**src/rtl/world_tri_streamer.sv**
```systemverilog
// rtl/world_tri_streamer.sv - writable triangle-world store streamed to the rasteriser
//
// Holds up to MAX_TRIANGLES triangles (3 vertices x X/Y/Z, unsigned COORD_W each).
// On start it presents every stored triangle, in index order, over a valid/ready handshake.
// Ports:
//   clk, rst_n                       clock, asynchronous active-low reset
//   wr_en, wr_idx, wr_data, wr_err   scene write port (IDLE only), reject pulse
//   clear                            empty the scene (tri_count = 0, contents kept)
//   start, busy, done                stream control / status
//   tri_valid, tri_ready, tri_idx,
//   tri_last, tri_data               triangle stream to the rasteriser
//   tri_count                        number of valid triangles in the scene
module world_tri_streamer #(
    parameter int MAX_TRIANGLES = 16,
    parameter int COORD_W       = 16,
    parameter int LOAD_DEFAULT  = 1,
    localparam int IDX_W = $clog2(MAX_TRIANGLES),
    localparam int CNT_W = $clog2(MAX_TRIANGLES + 1),
    localparam int TRI_W = 9 * COORD_W
) (
    input  logic             clk,
    input  logic             rst_n,
    input  logic             wr_en,
    input  logic [IDX_W-1:0] wr_idx,
    input  logic [TRI_W-1:0] wr_data,
    output logic             wr_err,
    input  logic             clear,
    input  logic             start,
    output logic             busy,
    output logic             done,
    output logic             tri_valid,
    input  logic             tri_ready,
    output logic [IDX_W-1:0] tri_idx,
    output logic             tri_last,
    output logic [TRI_W-1:0] tri_data,
    output logic [CNT_W-1:0] tri_count
);

    typedef enum logic [1:0] {IDLE, STREAM, DONE} state_t;

    state_t           state, state_n;
    logic [TRI_W-1:0] store [MAX_TRIANGLES];

    logic             idle, wr_ok, xfer;
    logic [CNT_W-1:0] cnt_clr, cnt_n;
    logic [IDX_W-1:0] idx_n;
    logic [TRI_W-1:0] data_n;
    logic             last_n;

    // Default scene: a tetrahedron built from four corner vertices.
    function automatic logic [TRI_W-1:0] default_tri(input int t);
        logic [COORD_W-1:0]   lo, hi;
        logic [3*COORD_W-1:0] va, vb, vc, vd;
        lo = COORD_W'(100);
        hi = COORD_W'(200);
        va = {lo, lo, lo};          // (100,100,100), packed {z,y,x}
        vb = {lo, lo, hi};          // (200,100,100)
        vc = {lo, hi, lo};          // (100,200,100)
        vd = {hi, lo, lo};          // (100,100,200)
        case (t)
            0:       return {vc, vb, va};
            1:       return {vd, vb, va};
            2:       return {vd, vc, va};
            3:       return {vd, vc, vb};
            default: return '0;
        endcase
    endfunction

    assign busy      = (state != IDLE);
    assign done      = (state == DONE);
    assign tri_valid = (state == STREAM);

    always_comb begin
        idle    = (state == IDLE);
        xfer    = tri_valid && tri_ready;
        // One extra bit so MAX_TRIANGLES itself is representable in the range test.
        wr_ok   = wr_en && idle && ({1'b0, wr_idx} < (IDX_W+1)'(MAX_TRIANGLES));
        // Clear acts before a same-edge write, so the write can regrow the count.
        cnt_clr = (idle && clear) ? '0 : tri_count;
        cnt_n   = cnt_clr;
        if (wr_ok && (CNT_W'(wr_idx) >= cnt_clr)) begin
            cnt_n = CNT_W'(wr_idx) + 1'b1;
        end

        state_n = state;
        idx_n   = tri_idx;
        data_n  = tri_data;
        last_n  = tri_last;
        case (state)
            IDLE: begin
                if (start) begin
                    if (cnt_n != '0) begin
                        state_n = STREAM;
                        idx_n   = '0;
                        // Bypass a same-edge write into slot 0 so the stream sees it.
                        data_n  = (wr_ok && (wr_idx == '0)) ? wr_data : store[0];
                        last_n  = (cnt_n == CNT_W'(1));
                    end else begin
                        state_n = DONE;
                    end
                end
            end
            STREAM: begin
                if (xfer) begin
                    if (tri_last) begin
                        state_n = DONE;
                    end else begin
                        // Look up the next slot now so it is presented without a bubble.
                        idx_n  = tri_idx + 1'b1;
                        data_n = store[idx_n];
                        last_n = ((CNT_W'(idx_n) + 1'b1) == tri_count);
                    end
                end
            end
            DONE:    state_n = IDLE;
            default: state_n = IDLE;
        endcase
    end

    always_ff @(posedge clk or negedge rst_n) begin
        if (!rst_n) begin
            state <= IDLE;
        end else begin
            state <= state_n;
        end
    end

    always_ff @(posedge clk or negedge rst_n) begin
        if (!rst_n) begin
            tri_idx   <= '0;
            tri_data  <= '0;
            tri_last  <= 1'b0;
            wr_err    <= 1'b0;
            tri_count <= (LOAD_DEFAULT != 0) ? CNT_W'(4) : '0;
        end else begin
            tri_idx   <= idx_n;
            tri_data  <= data_n;
            tri_last  <= last_n;
            wr_err    <= wr_en && !wr_ok;
            tri_count <= cnt_n;
        end
    end

    always_ff @(posedge clk or negedge rst_n) begin
        if (!rst_n) begin
            for (int i = 0; i < MAX_TRIANGLES; i++) begin
                store[i] <= ((LOAD_DEFAULT != 0) && (i < 4)) ? default_tri(i) : '0;
            end
        end else if (wr_ok) begin
            store[wr_idx] <= wr_data;
        end
    end

endmodule

```
**config.mk**
```make
export PLATFORM = sky130hd
export DESIGN_NAME = world_tri_streamer
export DESIGN_NICKNAME = d
export VERILOG_FILES = /design/src/rtl/world_tri_streamer.sv
export SDC_FILE = /design/constraint.sdc
export NUM_CORES = 2
export LEC_CHECK = 0
export CAP_MARGIN = 20
export CORE_UTILIZATION = 45
export DETAILED_ROUTE_END_ITERATION = 8
export PLACE_DENSITY_LB_ADDON = 0.12
export SETUP_SLACK_MARGIN = 0.1
export SYNTH_ARGS = -nofsm -noshare
export SYNTH_HDL_FRONTEND = slang
export SYNTH_SLANG_ARGS = --single-unit
export TNS_END_PERCENT = 50
```
**constraint.sdc**
```tcl
create_clock -name clk -period 5.2 [get_ports clk]
set_input_delay 1.04 -clock clk [delete_from_list [all_inputs] [get_ports clk]]
set_output_delay 1.04 -clock clk [all_outputs]
set_load 0.02 [all_outputs]
```
==> qor.txt <==
Via count: 65400
Pleak: 55.4 nW
Final setup viols: 0
PD cells: 652 mW/mm^2
Synth Flop Type: dfrtp_1
Wirelength per Cell: 28.3 um
Net count, final: 7623
Unrepaired setup endpoints after global routing: no
Storage cell area: 0.0617 mm^2
Critical Path AT: 3.04 ns
Clock sinks: 2461
Crit-path max cell delay: 0.75 ns
Site row count: 181
Clock root buffer: clkbuf_16
Worst r2r src: state[0]$_DFFE_PN0P_
Final HPWL DP: 170000 um
Unique cell type count in the Yosys netlist: 45
Crit-path slowest cell: clkdlybuf4s50_1
#FFs+latches synth: 2461
Vias in the first global route: 70100
Pin count of the biggest net entering global routing: 166
Worst-margin pin slew: 1.14 ns
Fin crit period: 4.08 ns
Register area share after synthesis: 56.0%
Fin area: 0.127 mm^2
Crit-path leading delay family: buffers and inverters
Skew final: 0.0348 ns
CTS tree: done
Tcrit/Tclk final: 78.5%
Worst-path maximum fanout: 37
Syn nets: 7469
Worst slew margin: 24.3%
PostCTS Resize Cnt: 0
Grt ovf: 0
Chip width: 497 um
Vias per cell: 6.01
Slew Viols, Final: 0
Die height: 497 um
Antenna Nets Post-Route: 0
Multi-input gate area: 0.0461 mm^2
Drt initial violations: 4510
TritonCTS buffer count: 289
Area delta synth->final: 15.3%
Gr usage total: 25.2%
Io pins: 312
Routed wire length: 307000 um
Max Root-Sink Buffers: 4
Setup TNS: 0 ns
Die area: 0.247 mm^2
Critical Path, Cell by Cell: buf_4, clkdlybuf4s50_1
Startpoint class of the critical path: register
Initial antenna violation count: 43
EDFF count, synth: 0
Setup CP Type: register to output pin
Status: finished clean
Setup Buffers After CTS: 0
# hold bufs at CTS: 0
Yosys warns: 0
Synth Area per Inst: 15.1 um^2
Final hold violation count: 0
Syn Inst Count: 7305
CP required: 4.16 ns
Core footprint: 0.243 mm^2
H-tree depth: 5
Crit path buf inv count: 2
Worst Hold Class: input pin to async pin
DRC viols: 0
Placed inst area: 0.118 mm^2
Worst setup EP type: output pin
Filler Cell Count: 20000
Port bufs: 311
Initial Utilization: 45.3%
Share of layout cells above drive strength 1: 47.9%
Clock Latency Late Sink: 0.93 ns
Fmax: 245 MHz
Synth Cell Area: 0.110 mm^2
Peak supply drop: 773 uV
Async set or reset register ratio after synthesis: 100%
CP startpoint: tri_idx[0]$_DFFE_PN0P_
GP Congestion: 0.769
Clock Pin Slew Worst Setup and Hold Paths: 0.06 ns
Drt first pass iters: 5
Max-capacitance violation count: 0
First-pass GRT wire length: 470000 um
## final cells by class
class	count	area share, %
multi-input combinational	4150	36.3
sequential	2461	48.6
antenna	15	0.0295
inverter	13	0.0384
clock buffer	441	6.76
tap	3202	3.15
timing repair buffer	544	4.74
clock inverter	57	0.462
## registers in the layout, indices dropped and copies added, names as in the netlist
| register | cells |
|---|---|
| store | 2304 |
| tri_data | 144 |
| tri_count | 5 |
| tri_idx | 4 |
| state | 2 |
| tri_last | 1 |
| wr_err | 1 |
## cells by family (layout without fill, tap and decap cells)
kind of cell / count (synthesis) / after routing / synth area share [%]
multiplexers: 2883 / 2883 / 35.3
flip-flops: 2461 / 2461 / 56.0
buffers and inverters: 694 / 1055 / 2.46
AND/OR/NAND/NOR: 644 / 644 / 2.29
AO/OA/AOI/OAI: 605 / 605 / 3.78
adder cells (fa/ha/maj): 10 / 10 / 0.113
XOR/XNOR: 8 / 8 / 0.0635
other: 0 / 15 / 0
## stage by stage
stage                     hold slack (ns)  cells  power [mW]  util, %  setup slack (ns)
after floorplan                     0.474   7305        53.9        -              1.56
after global placement              0.481  10400        62.5     48.4             0.568
after detailed placement            0.487  10400        63.6     48.4             0.510
after CTS                          0.0460  10900        83.6     52.2             0.972
after global routing               0.0767  10900        87.5     52.2             0.875
final                              0.0879  10900        82.9     52.2              1.12
## path summary, 6_finish.rpt
path	slack, ns	to	cells after the start
hold reg to reg	0.50	store[17]$_DFFE_PN0P_	1
setup reg to reg	1.14	tri_data[110]$_DFFE_PN0P_	13
min in group clk	0.50	store[17]$_DFFE_PN0P_	1
hold / removal	0.09	store[1195]$_DFFE_PN0P_	1
max in group asynchronous	3.61	store[373]$_DFFE_PN0P_	2
setup / recovery	1.12	tri_idx[0]	2
## synthesized netlist by cell type (2+ instances only)
library cell     n  area [um^2]
mux2_2        2305        26000
nand2b_1         4         25.0
a2bb2oi_1      144         1260
nand4_1          2         12.5
mux2i_1          2         20.0
nand3b_1         2         15.0
inv_1           13         48.8
nor2b_1          7         43.8
xor2_1           3         26.3
o21ai_0          8         40.0
clkbuf_1       537         2020
nand2_1        592         2220
ha_1            10          125
nand3_1         16         80.1
a21oi_1        292         1460
nor3_1           5         25.0
xnor2_1          5         43.8
mux4_2         576        13000
o22ai_1          2         12.5
buf_1           54          203
buf_2           90          450
o31a_1           2         17.5
a31oi_1          2         12.5
dfstp_2        109         2860
nor2_1           9         33.8
dfrtp_1       2352        58900
a2111oi_0      144         1260
## cells in the final DEF, fill, tap and decap left out, types with 109 or more instances in the layout
master           instances
mux2_2                2305
clkdlybuf4s50_1        310
a21oi_1                292
clkbuf_16              296
mux4_2                 576
a2bb2oi_1              144
a2111oi_0              139
dfstp_2                109
buf_4                  141
dfrtp_1               2351
nand2_1                591
## where the power goes
part           total (mW)  leakage (nW)  switching, mW  internal, mW
combinational        29.5          19.8           12.8          16.7
clock                19.7          4.52           7.90          11.8
sequential           33.7          31.0           5.02          28.7
total                82.9          55.4           25.7          57.2
## per-layer routing
| metal | up-vias | share of wire (%) | global-route usage [%] |
|---|---|---|---|
| met5 | - | 0.070 | 0 |
| met4 | 34 | 2.4 | 6.73 |
| met3 | 438 | 5.3 | 4.73 |
| met2 | 1570 | 47 | 39.1 |
| met1 | 35900 | 46 | 36.4 |
| li1 | 27400 | - | - |
(Power assumes the default switching activity.)
